<file path="src/rtl/ghost_pkg.sv">
// rtl/ghost_pkg.sv - shared direction encodings, FSM states and maze defaults for ghost movement
package ghost_pkg;

    localparam logic [3:0] DIR_RIGHT = 4'b0001;
    localparam logic [3:0] DIR_UP    = 4'b0010;
    localparam logic [3:0] DIR_DOWN  = 4'b0100;
    localparam logic [3:0] DIR_LEFT  = 4'b1000;

    localparam int TILE_PX  = 16;
    localparam int X_MIN_PX = 0;
    localparam int X_MAX_PX = 624;

    typedef enum logic [1:0] {
        ST_IDLE   = 2'd0,
        ST_SETTLE = 2'd1,
        ST_DECIDE = 2'd2,
        ST_STEP   = 2'd3
    } state_t;

    // RIGHT<->LEFT and UP<->DOWN sit mirrored in the one-hot code, so reversing is a bit swap
    function automatic logic [3:0] reverse_dir(input logic [3:0] d);
        return {d[0], d[1], d[2], d[3]};
    endfunction

endpackage

</file>
<file path="src/rtl/ghost_pos_update_if.sv">
// rtl/ghost_pos_update_if.sv - steering-side inputs and position/status outputs of one ghost
interface ghost_pos_update_if;

    logic        en;
    logic        move_tick;
    logic [3:0]  move_direction;
    logic [3:0]  valid_moves;
    logic [10:0] ghost_pos_x;
    logic [9:0]  ghost_pos_y;
    logic [3:0]  prev_direction;
    logic        busy;
    logic        step_done;
    logic        tick_missed;

    modport master (
        output en, move_tick, move_direction, valid_moves,
        input  ghost_pos_x, ghost_pos_y, prev_direction, busy, step_done, tick_missed
    );

    modport slave (
        input  en, move_tick, move_direction, valid_moves,
        output ghost_pos_x, ghost_pos_y, prev_direction, busy, step_done, tick_missed
    );

endinterface

</file>
<file path="src/rtl/ghost_dir_select.sv">
// rtl/ghost_dir_select.sv - combinational heading choice at a tile-aligned decision point
module ghost_dir_select
    import ghost_pkg::*;
(
    input  logic [3:0] move_direction,
    input  logic [3:0] valid_moves,
    input  logic [3:0] prev_direction,
    output logic [3:0] next_dir,
    output logic       stall
);

    logic [3:0] rev;
    logic [3:0] open_fwd;
    logic       req_onehot;

    always_comb begin
        rev        = reverse_dir(prev_direction);
        open_fwd   = valid_moves & ~rev;
        req_onehot = (move_direction != 4'd0) &&
                     ((move_direction & 4'(move_direction - 4'd1)) == 4'd0);
        next_dir   = prev_direction;
        stall      = 1'b0;

        if (req_onehot && ((move_direction & valid_moves) != 4'd0) &&
            ((move_direction & rev) == 4'd0)) begin
            next_dir = move_direction;
        end else if ((prev_direction & valid_moves) != 4'd0) begin
            next_dir = prev_direction;
        end else if (open_fwd[1]) begin
            next_dir = DIR_UP;
        end else if (open_fwd[2]) begin
            next_dir = DIR_DOWN;
        end else if (open_fwd[0]) begin
            next_dir = DIR_RIGHT;
        end else if (open_fwd[3]) begin
            next_dir = DIR_LEFT;
        end else if ((rev & valid_moves) != 4'd0) begin
            next_dir = rev;
        end else begin
            stall = 1'b1;
        end
    end

endmodule

</file>
<file path="src/rtl/ghost_pos_update.sv">
// rtl/ghost_pos_update.sv - per-ghost position/heading register stepping on movement ticks
module ghost_pos_update
    import ghost_pkg::*;
#(
    parameter int START_X       = 320,
    parameter int START_Y       = 240,
    parameter int TILE          = TILE_PX,
    parameter int STEP_PX       = 2,
    parameter int SETTLE_CYCLES = 2,
    parameter int X_MIN         = X_MIN_PX,
    parameter int X_MAX         = X_MAX_PX
)
(
    input  logic              clk,
    input  logic              rst,
    ghost_pos_update_if.slave bus
);

    localparam int TB = $clog2(TILE);
    localparam int CW = (SETTLE_CYCLES > 1) ? $clog2(SETTLE_CYCLES) : 1;

    state_t      state, state_nxt;
    logic [CW-1:0] cnt;
    logic [10:0] pos_x;
    logic [9:0]  pos_y;
    logic [3:0]  prev_q;
    logic [3:0]  head_q;
    logic        stall_q;
    logic        step_done_q;
    logic        tick_missed_q;

    logic        aligned;
    logic [3:0]  sel_dir;
    logic        sel_stall;
    logic        load_cnt, dec_cnt, take_dir, hold_dir, commit;
    logic [11:0] x12;
    logic [10:0] nx;
    logic [9:0]  ny;

    assign aligned = (pos_x[TB-1:0] == '0) && (pos_y[TB-1:0] == '0);

    ghost_dir_select u_dir_select (
        .move_direction (bus.move_direction),
        .valid_moves    (bus.valid_moves),
        .prev_direction (prev_q),
        .next_dir       (sel_dir),
        .stall          (sel_stall)
    );

    always_ff @(posedge clk) begin
        if (rst) begin
            state <= ST_IDLE;
        end else if (bus.en) begin
            state <= state_nxt;
        end
    end

    always_comb begin
        state_nxt = state;
        case (state)
            ST_IDLE:   if (bus.move_tick) state_nxt = aligned ? ST_SETTLE : ST_STEP;
            ST_SETTLE: if (cnt == '0) state_nxt = ST_DECIDE;
            ST_DECIDE: state_nxt = ST_STEP;
            ST_STEP:   state_nxt = ST_IDLE;
            default:   state_nxt = ST_IDLE;
        endcase
    end

    always_comb begin
        load_cnt = 1'b0;
        dec_cnt  = 1'b0;
        take_dir = 1'b0;
        hold_dir = 1'b0;
        commit   = 1'b0;
        case (state)
            ST_IDLE: begin
                load_cnt = bus.move_tick && aligned;
                hold_dir = bus.move_tick && !aligned;
            end
            ST_SETTLE: dec_cnt  = (cnt != '0);
            ST_DECIDE: take_dir = 1'b1;
            ST_STEP:   commit   = 1'b1;
            default:   ;
        endcase
    end

    // Wrap decisions are made at 12 bits so x+STEP_PX near the right edge cannot alias
    always_comb begin
        x12 = {1'b0, pos_x};
        nx  = pos_x;
        ny  = pos_y;
        case (head_q)
            DIR_LEFT:  nx = (x12 < 12'(X_MIN + STEP_PX)) ? 11'(X_MAX) : pos_x - 11'(STEP_PX);
            DIR_RIGHT: nx = ((x12 + 12'(STEP_PX)) > 12'(X_MAX)) ? 11'(X_MIN) : pos_x + 11'(STEP_PX);
            DIR_UP:    ny = pos_y - 10'(STEP_PX);
            DIR_DOWN:  ny = pos_y + 10'(STEP_PX);
            default:   ;
        endcase
    end

    always_ff @(posedge clk) begin
        if (rst) begin
            pos_x         <= 11'(START_X);
            pos_y         <= 10'(START_Y);
            prev_q        <= DIR_LEFT;
            head_q        <= DIR_LEFT;
            stall_q       <= 1'b0;
            cnt           <= '0;
            step_done_q   <= 1'b0;
            tick_missed_q <= 1'b0;
        end else begin
            tick_missed_q <= bus.move_tick && (!bus.en || (state != ST_IDLE));
            step_done_q   <= 1'b0;
            if (bus.en) begin
                if (load_cnt) cnt <= CW'(SETTLE_CYCLES - 1);
                if (dec_cnt)  cnt <= cnt - 1'b1;
                if (hold_dir) begin
                    head_q  <= prev_q;
                    stall_q <= 1'b0;
                end
                if (take_dir) begin
                    head_q  <= sel_dir;
                    stall_q <= sel_stall;
                end
                if (commit && !stall_q) begin
                    pos_x       <= nx;
                    pos_y       <= ny;
                    prev_q      <= head_q;
                    step_done_q <= 1'b1;
                end
            end
        end
    end

    assign bus.ghost_pos_x    = pos_x;
    assign bus.ghost_pos_y    = pos_y;
    assign bus.prev_direction = prev_q;
    assign bus.busy           = (state != ST_IDLE);
    assign bus.step_done      = step_done_q;
    assign bus.tick_missed    = tick_missed_q;

endmodule

</file>
<file path="src/flat_wrapper.sv">
// flat-port wrapper written by rule: the top's interface ports become plain ports
module ghost_pos_update_flat import ghost_pkg::*;
#(
    parameter int START_X       = 320,
    parameter int START_Y       = 240,
    parameter int TILE          = TILE_PX,
    parameter int STEP_PX       = 2,
    parameter int SETTLE_CYCLES = 2,
    parameter int X_MIN         = X_MIN_PX,
    parameter int X_MAX         = X_MAX_PX
)
  (clk, rst, bus_en, bus_move_tick, bus_move_direction, bus_valid_moves, bus_ghost_pos_x, bus_ghost_pos_y, bus_prev_direction, bus_busy, bus_step_done, bus_tick_missed);
  ghost_pos_update_if bus_i ();
  input  logic clk;
  input  logic rst;
  input wire logic [$bits(bus_i.en)-1:0] bus_en;
  input wire logic [$bits(bus_i.move_tick)-1:0] bus_move_tick;
  input wire logic [$bits(bus_i.move_direction)-1:0] bus_move_direction;
  input wire logic [$bits(bus_i.valid_moves)-1:0] bus_valid_moves;
  output wire logic [$bits(bus_i.ghost_pos_x)-1:0] bus_ghost_pos_x;
  output wire logic [$bits(bus_i.ghost_pos_y)-1:0] bus_ghost_pos_y;
  output wire logic [$bits(bus_i.prev_direction)-1:0] bus_prev_direction;
  output wire logic [$bits(bus_i.busy)-1:0] bus_busy;
  output wire logic [$bits(bus_i.step_done)-1:0] bus_step_done;
  output wire logic [$bits(bus_i.tick_missed)-1:0] bus_tick_missed;
  assign bus_i.en = bus_en;
  assign bus_i.move_tick = bus_move_tick;
  assign bus_i.move_direction = bus_move_direction;
  assign bus_i.valid_moves = bus_valid_moves;
  assign bus_ghost_pos_x = bus_i.ghost_pos_x;
  assign bus_ghost_pos_y = bus_i.ghost_pos_y;
  assign bus_prev_direction = bus_i.prev_direction;
  assign bus_busy = bus_i.busy;
  assign bus_step_done = bus_i.step_done;
  assign bus_tick_missed = bus_i.tick_missed;
  ghost_pos_update #(.START_X(START_X), .START_Y(START_Y), .TILE(TILE), .STEP_PX(STEP_PX), .SETTLE_CYCLES(SETTLE_CYCLES), .X_MIN(X_MIN), .X_MAX(X_MAX)) u_core (.clk(clk), .rst(rst), .bus(bus_i));
endmodule
</file>
<file path="config.mk">
export PLATFORM = sky130hd
export DESIGN_NAME = ghost_pos_update_flat
export DESIGN_NICKNAME = d
export VERILOG_FILES = /design/src/rtl/ghost_pkg.sv /design/src/rtl/ghost_pos_update_if.sv /design/src/rtl/ghost_dir_select.sv /design/src/rtl/ghost_pos_update.sv /design/src/flat_wrapper.sv
export SDC_FILE = /design/constraint.sdc
export NUM_CORES = 1
export LEC_CHECK = 0
export CAP_MARGIN = 20
export CORE_ASPECT_RATIO = 1.75
export CORE_MARGIN = 2
export CORE_UTILIZATION = 43
export CTS_CLUSTER_SIZE = 20
export DETAILED_ROUTE_END_ITERATION = 16
export DONT_BUFFER_PORTS = 1
export MAX_ROUTING_LAYER = met4
export PLACE_DENSITY = 0.6
export SYNTH_ARGS = -nofsm -noshare
export SYNTH_HDL_FRONTEND = slang
export SYNTH_SLANG_ARGS = --single-unit
</file>
<file path="constraint.sdc">
create_clock -name clk -period 2.56 [get_ports clk]
set_clock_uncertainty 0.15 [all_clocks]
set_input_delay 0.256 -clock clk [delete_from_list [all_inputs] [get_ports clk]]
set_output_delay 0.256 -clock clk [all_outputs]
set_load 0.03 [all_outputs]
</file>
Yosys cells after proc, flatten, opt, wreduce, memory -nomap -nowiden

Index checks and enable logic that the tools add are counted.

Add/subtract/negate cells: 7
Magnitude comparators: 2
Equality and inequality tests: 9
Multiplexer cells: 34
Bitwise logic cells: 8
Reduce and logical (&&, ||, !) cells: 33

Operator list:

| kind                                                             | number |
|---|---|
| 2-to-1 mux 4 bit                                                 | 9 |
| AND 4 bit                                                        | 6 |
| 2-to-1 mux 11 bit                                                | 2 |
| one-hot mux 11 bit (2 select lines)                              | 1 |
| one-hot mux 10 bit (2 select lines)                              | 1 |
| 2-to-1 mux 1 bit                                                 | 17 |
| zero test 4 bit                                                  | 4 |
| nonzero test 4 bit                                               | 4 |
| adder 11 x 2 -> 12 bit (second input constant)                   | 1 |
| greater-than comparator 12 x 10 -> 1 bit (second input constant) | 1 |
| adder 11 x 2 -> 11 bit (second input constant)                   | 1 |
| less-than comparator 11 x 2 -> 1 bit (second input constant)     | 1 |
| subtractor 11 x 2 -> 11 bit (second input constant)              | 1 |
| adder 10 x 2 -> 10 bit (second input constant)                   | 1 |
| nonzero test 2 bit                                               | 5 |
| subtractor 10 x 2 -> 10 bit (second input constant)              | 1 |
| AND reduction 3 bit                                              | 3 |
| logical AND 1 bit                                                | 8 |
| one-hot mux 2 bit (4 select lines)                               | 1 |
| 2-to-1 mux 2 bit                                                 | 3 |
| AND reduction 2 bit                                              | 3 |
| == test 2 bit (second input constant)                            | 2 |
| == test 4 x 1 -> 1 bit (second input constant)                   | 1 |
| == test 4 x 2 -> 1 bit (second input constant)                   | 1 |
| 12 further kinds                                                 | 15 |

Register bits: 35
Input bits: 12
Output and inout bits: 28
Logic and storage cells: 102

Longest topological paths before layout

Depth after elaboration: 10
Gate-level depth with buffers: 9
Gate-level depth less buffers: 9

Cells and area by module

A second synthesis with hierarchy kept.

Cells, all modules: 338
Area, all modules: 2723.9 µm²

Modules (own cells, without submodules):

| module           | times used | cells each | area each (µm²) | seq. area each (µm²) |
|---|---|---|---|---|
| ghost_pos_update | 1          | 282        | 2334.7          | 660.6 |
| ghost_dir_select | 1          | 56         | 389.1           | 0.0 |

Worst setup path after synthesis

Ideal clock, no wire load.

Path type: reg-to-reg
From: register u_core.head_q[2]
To: register u_core.pos_y[8] (netlist: u_core.bus.ghost_pos_y[8])
Library setup time: 0.122 ns
Arrival time: 2.573 ns
Data required time: 2.288 ns
Path slack: -0.285 ns
Stages on the path, launching flop included: 10
Buffers on the path: 0
Clock period less this slack: 2.845 ns
Cells stage by stage: dfxtp_1 > inv_1 > or4_1 > ha_1 > a21o_1 > a21oi_1 > o21ai_0 > o41ai_1 > nor4_1 > a221o_1

Word-level cells in the longest chain between the ends: 3
Elaborated cells on any way between the ends: 5
Classes of those cells: 2 x eq/ne; 1 x mux; 2 x reduce/logical

RTL lines:

| item                                                                    | line                    | text |
|---|---|---|
| start, declared                                                         | ghost_pos_update.sv:27  | `logic [3:0] head_q;` |
| start signal, assigned                                                  | ghost_pos_update.sv:118 | `head_q <= prev_q;` |
| start signal, assigned                                                  | ghost_pos_update.sv:122 | `head_q <= sel_dir;` |
| == test 4 x 2 -> 1 bit / == test 4 x 3 -> 1 bit (equally long branches) | ghost_pos_update.sv:92  | `case (head_q)` |
| nonzero test 2 bit (no source line)                                     | --                      |  |
| AND reduction 3 bit (no source line)                                    | --                      |  |
| end signal, assigned                                                    | ghost_pos_update.sv:104 | `pos_y <= 10'(START_Y);` |
| end signal, assigned                                                    | ghost_pos_update.sv:127 | `pos_y <= ny;` |
| end, declared                                                           | ghost_pos_update.sv:25  | `logic [9:0] pos_y;` |

Several ways; a longest one is shown, not always the timed one.
A chain may end at the register's enable or synchronous reset.

Final worst setup path

From: register u_core.head_q[0]
To: register u_core.pos_y[9] (netlist: u_core.bus.ghost_pos_y[9])

Same word-level chain as after synthesis.

==> results.json <==
{
  "number_of_filler_instances_in_the_final_layout": 645,
  "max_cap_violations": 0,
  "drt_pass_1_iters": 4,
  "grt_pass1_wl_um": 13100,
  "run_status": "complete, but fails checks",
  "maxClockFrequency_mhz": 401.2,
  "port_buffers": 0,
  "rsz0062_at_grt": "yes",
  "worstSetupEndpointType": "register",
  "syn_inst": 351,
  "floorplan.initialDensity_pct": 44.36,
  "clock_tree.htree_level_count": 2,
  "postSynthRegisterBits": 33,
  "cts_tree": "built",
  "antenna_found_initial": 0,
  "max-clock-path-buffers": 2,
  "vias": 2897,
  "postSynth.topFlopCell": "dfxtp_1",
  "power.ir.vdd_worst_v": 0.0002616,
  "synth-seq-area-share_pct": 23.91,
  "synth-xor-area-share_pct": 4.121,
  "hold_path_depth": 1,
  "detail-route-antenna-nets": 0,
  "worst_path_largest_cell_delay_ns": 0.63,
  "worst_ep_arrival_time_ns": 2.53,
  "main_combinational_cell_family_by_area_after_synthesis": "compound AO/OA/AOI/OAI gates",
  "root_buffer": "clkbuf_8",
  "die_width_um": 64.59,
  "route.detailed.vias_per_inst": 5.924,
  "wl_per_cell_um": 16.67,
  "start_kind": "register",
  "drc_errors": 0,
  "finalWeightedCongestion": 0.9664,
  "cts_clk_pin_slew_worst_paths_ns": 0.07,
  "detail_route.wirelength_um": 8152,
  "worst-path-buf-inv": 0,
  "finalHoldWorstSlack_ns": -0.1229,
  "worstReg2RegStart": "u_core.head_q[0]",
  "antenna_cells": 0,
  "worst-setup-path-type": "reg2reg",
  "first_global_vias": 2848,
  "clock_sinks": 33,
  "total_negative_slack_ns": 0,
  "slew_violations": 0,
  "core_region_area_um2": 6228,
  "gr-usage-all-layers_pct": 24.28,
  "cts_buffers": 5,
  "cell_area_after_technology_mapping_um2": 2763,
  "post-route-min-period_ns": 2.493,
  "hold_path_end": "u_core.bus.ghost_pos_x[2]",
  "global_route.overflow_total": 0,
  "critical_path.reg2reg.endpoint": "u_core.bus.ghost_pos_y[9]",
  "placement_rows": 38,
  "place.detailed.hpwl_um": 6078,
  "area_fraction_in_compound_gates_after_synthesis_pct": 29.12,
  "worst-path-max-fanout": 8,
  "synth-warning-count": 0,
  "floorplan.io_pins": 40,
  "muxShareOfSynthArea_pct": 1.812,
  "cellLeakagePower_uw": 0.001396,
  "postSynth.asyncResetShare_pct": 0,
  "r2r.worst_path.cells": 8,
  "die_area_um2": 7107,
  "ratio_of_total_power_to_cell_area_nw_per_um2": 315.0,
  "clock_insertion_delay_worst_skew_ns": 0.30,
  "timing.hold.worst.start": "rst",
  "synth-simple-area-share_pct": 24.50,
  "top_family_by_delay_on_critical_path": "simple AND/OR/NAND/NOR gates",
  "worst_hold_path_type": "in2reg",
  "die_y_um": 110.0,
  "post_synth_fa_ha_maj_area_fraction_pct": 7.065,
  "worstPathCellList": "or4_4 > ha_1 > a21oi_2 > o2111a_1 > o21a_1 > o21ai_1 > xor2_1 > nor2_1",
  "largest_net_degree_at_the_start_of_global_routing": 40,
  "violations": "negative hold slack",
  "worst_path_max_delay_cell": "or4_4",
  "min_period_over_period_pct": 97.37,
  "finalHoldViolations": 14,
  "r2r_slack_ns": 0.07,
  "drt-initial-drc-count": 195,
  "finalSetupViolations": 0,
  "nets": 435,
  "layoutNonFillerInstCount": 489,
  "synthToLayoutAreaGrowth_pct": 25.09,
  "number_of_synthesized_flops_with_an_enable_pin": 0,
  "post_synth_num_cell_types": 66,
  "timing.critical_path.required_ns": 2.60,
  "avgSynthCellArea_um2": 7.871,
  "dp_cells": 462,
  "layout-drive-gt1-share_pct": 24.21
}
cells by family after synthesis:
logic type / count (synthesis)
AND/OR/NAND/NOR: 125
adder cells (fa/ha/maj): 15
AO/OA/AOI/OAI: 115
XOR/XNOR: 13
other: 1
multiplexers: 5
flip-flops: 33
buffers and inverters: 44
worst register-to-register path, stage by stage (launching register included):
cell and delay, ns:
dfxtp_1 0.31, or4_4 0.63, ha_1 0.40, a21oi_2 0.09, o2111a_1 0.27, o21a_1 0.18, o21ai_1 0.14, xor2_1 0.16
nor2_1 0.05
layer usage:
metal  part of all wire (%)  vias up  track usage, %
met5                      0        -               -
met4                    4.7        0           13.68
met3                    3.5       29           3.756
met2                     55       81           45.68
met1                     37     1371           23.30
li1                       -     1416               -
placed cells by master (no fill, tap or decap), types with 10 or more instances in the layout:
master         Yosys  layout
inv_1             16      16
ha_1              14      10
nor2_1            33      33
dfxtp_1           33      29
a21oi_1           25      23
buf_4              5      60
nand2_1           21      21
nor3_1            14      14
o21ai_0           23      21
dlygate4sd3_1      0      17
stage by stage:
stage | util (%) | area [µm²] | hold WS [ns] | total power, µW | setup WS, ns
3_3_place_gp | 50.42 | 3141 | 0.1814 | 679.6 | 0.009559
6_report | 55.48 | 3456 | -0.1229 | 1089 | 0.06729
2_1_floorplan | - | 2803 | 0.2429 | 666.2 | -0.01670
5_1_grt | 55.48 | 3456 | -0.1366 | 1132 | -0.04214
4_1_cts | 54.32 | 3383 | -0.1357 | 1091 | -0.002418
3_5_place_dp | 50.42 | 3141 | 0.1840 | 681.5 | -0.05410
flip-flops by register name (all words and copies together), names as in the netlist:
signal	cells
u_core.bus.ghost_pos_x	10
u_core.bus.ghost_pos_y	9
u_core.bus.prev_direction	4
u_core.bus.step_done	1
u_core.bus.tick_missed	1
u_core.cnt	1
u_core.head_q	4
u_core.stall_q	1
u_core.state	2
how the worst max path moves through the flow:
stage / startpoint / end / slack, ns / cells after the start
2_1_floorplan: u_core.head_q[2] / u_core.bus.ghost_pos_y[8] / -0.02 / 9
3_3_place_gp: u_core.head_q[2] / u_core.bus.ghost_pos_y[8] / 0.01 / 9
3_5_place_dp: u_core.head_q[2] / u_core.bus.ghost_pos_y[8] / -0.05 / 9
4_1_cts: u_core.head_q[0] / u_core.bus.ghost_pos_y[8] / -0.002 / 8
5_1_grt: u_core.head_q[0] / u_core.bus.ghost_pos_y[9] / -0.04 / 8
6_report: u_core.head_q[0] / u_core.bus.ghost_pos_y[9] / 0.07 / 8
what timing repair did:
item,CTS,global route
endpoints found under the setup margin,3,15
resized for setup,0,15
hold endpoints to repair,31,15
gates cloned,0,0
pin swaps,1,4
hold buffers,16,1
setup buffers,0,2
synth_stat cells (8+ instances only):
cell type	count	share of area (%)
nand2b_1	9	2.0
nor2_1	33	4.5
inv_1	16	2.2
nor3_1	14	2.5
o21ai_0	23	4.2
clkbuf_1	11	1.5
a211oi_1	9	2.4
dfxtp_1	33	24
a21oi_1	25	4.5
ha_1	14	6.3
nand3_1	8	1.4
nand2_1	21	2.9
power by group:
group          switching, µW  internal, µW  total (µW)
Clock                    218           189         407
Sequential              9.35           521         531
Combinational           80.8          70.4         151
Total                    308           781        1090
final cells by class:
class	instances	area (µm²)	share of cell area, %
multi-input combinational	275	1924	55.68
clock inverter	2	10.01	0.2896
timing repair buffer	77	620.6	17.96
sequential	33	668.1	19.33
clock buffer	6	72.57	2.100
inverter	16	60.06	1.738
tap	80	100.1	2.896
Note: power is estimated with default switching activity, not from simulation.
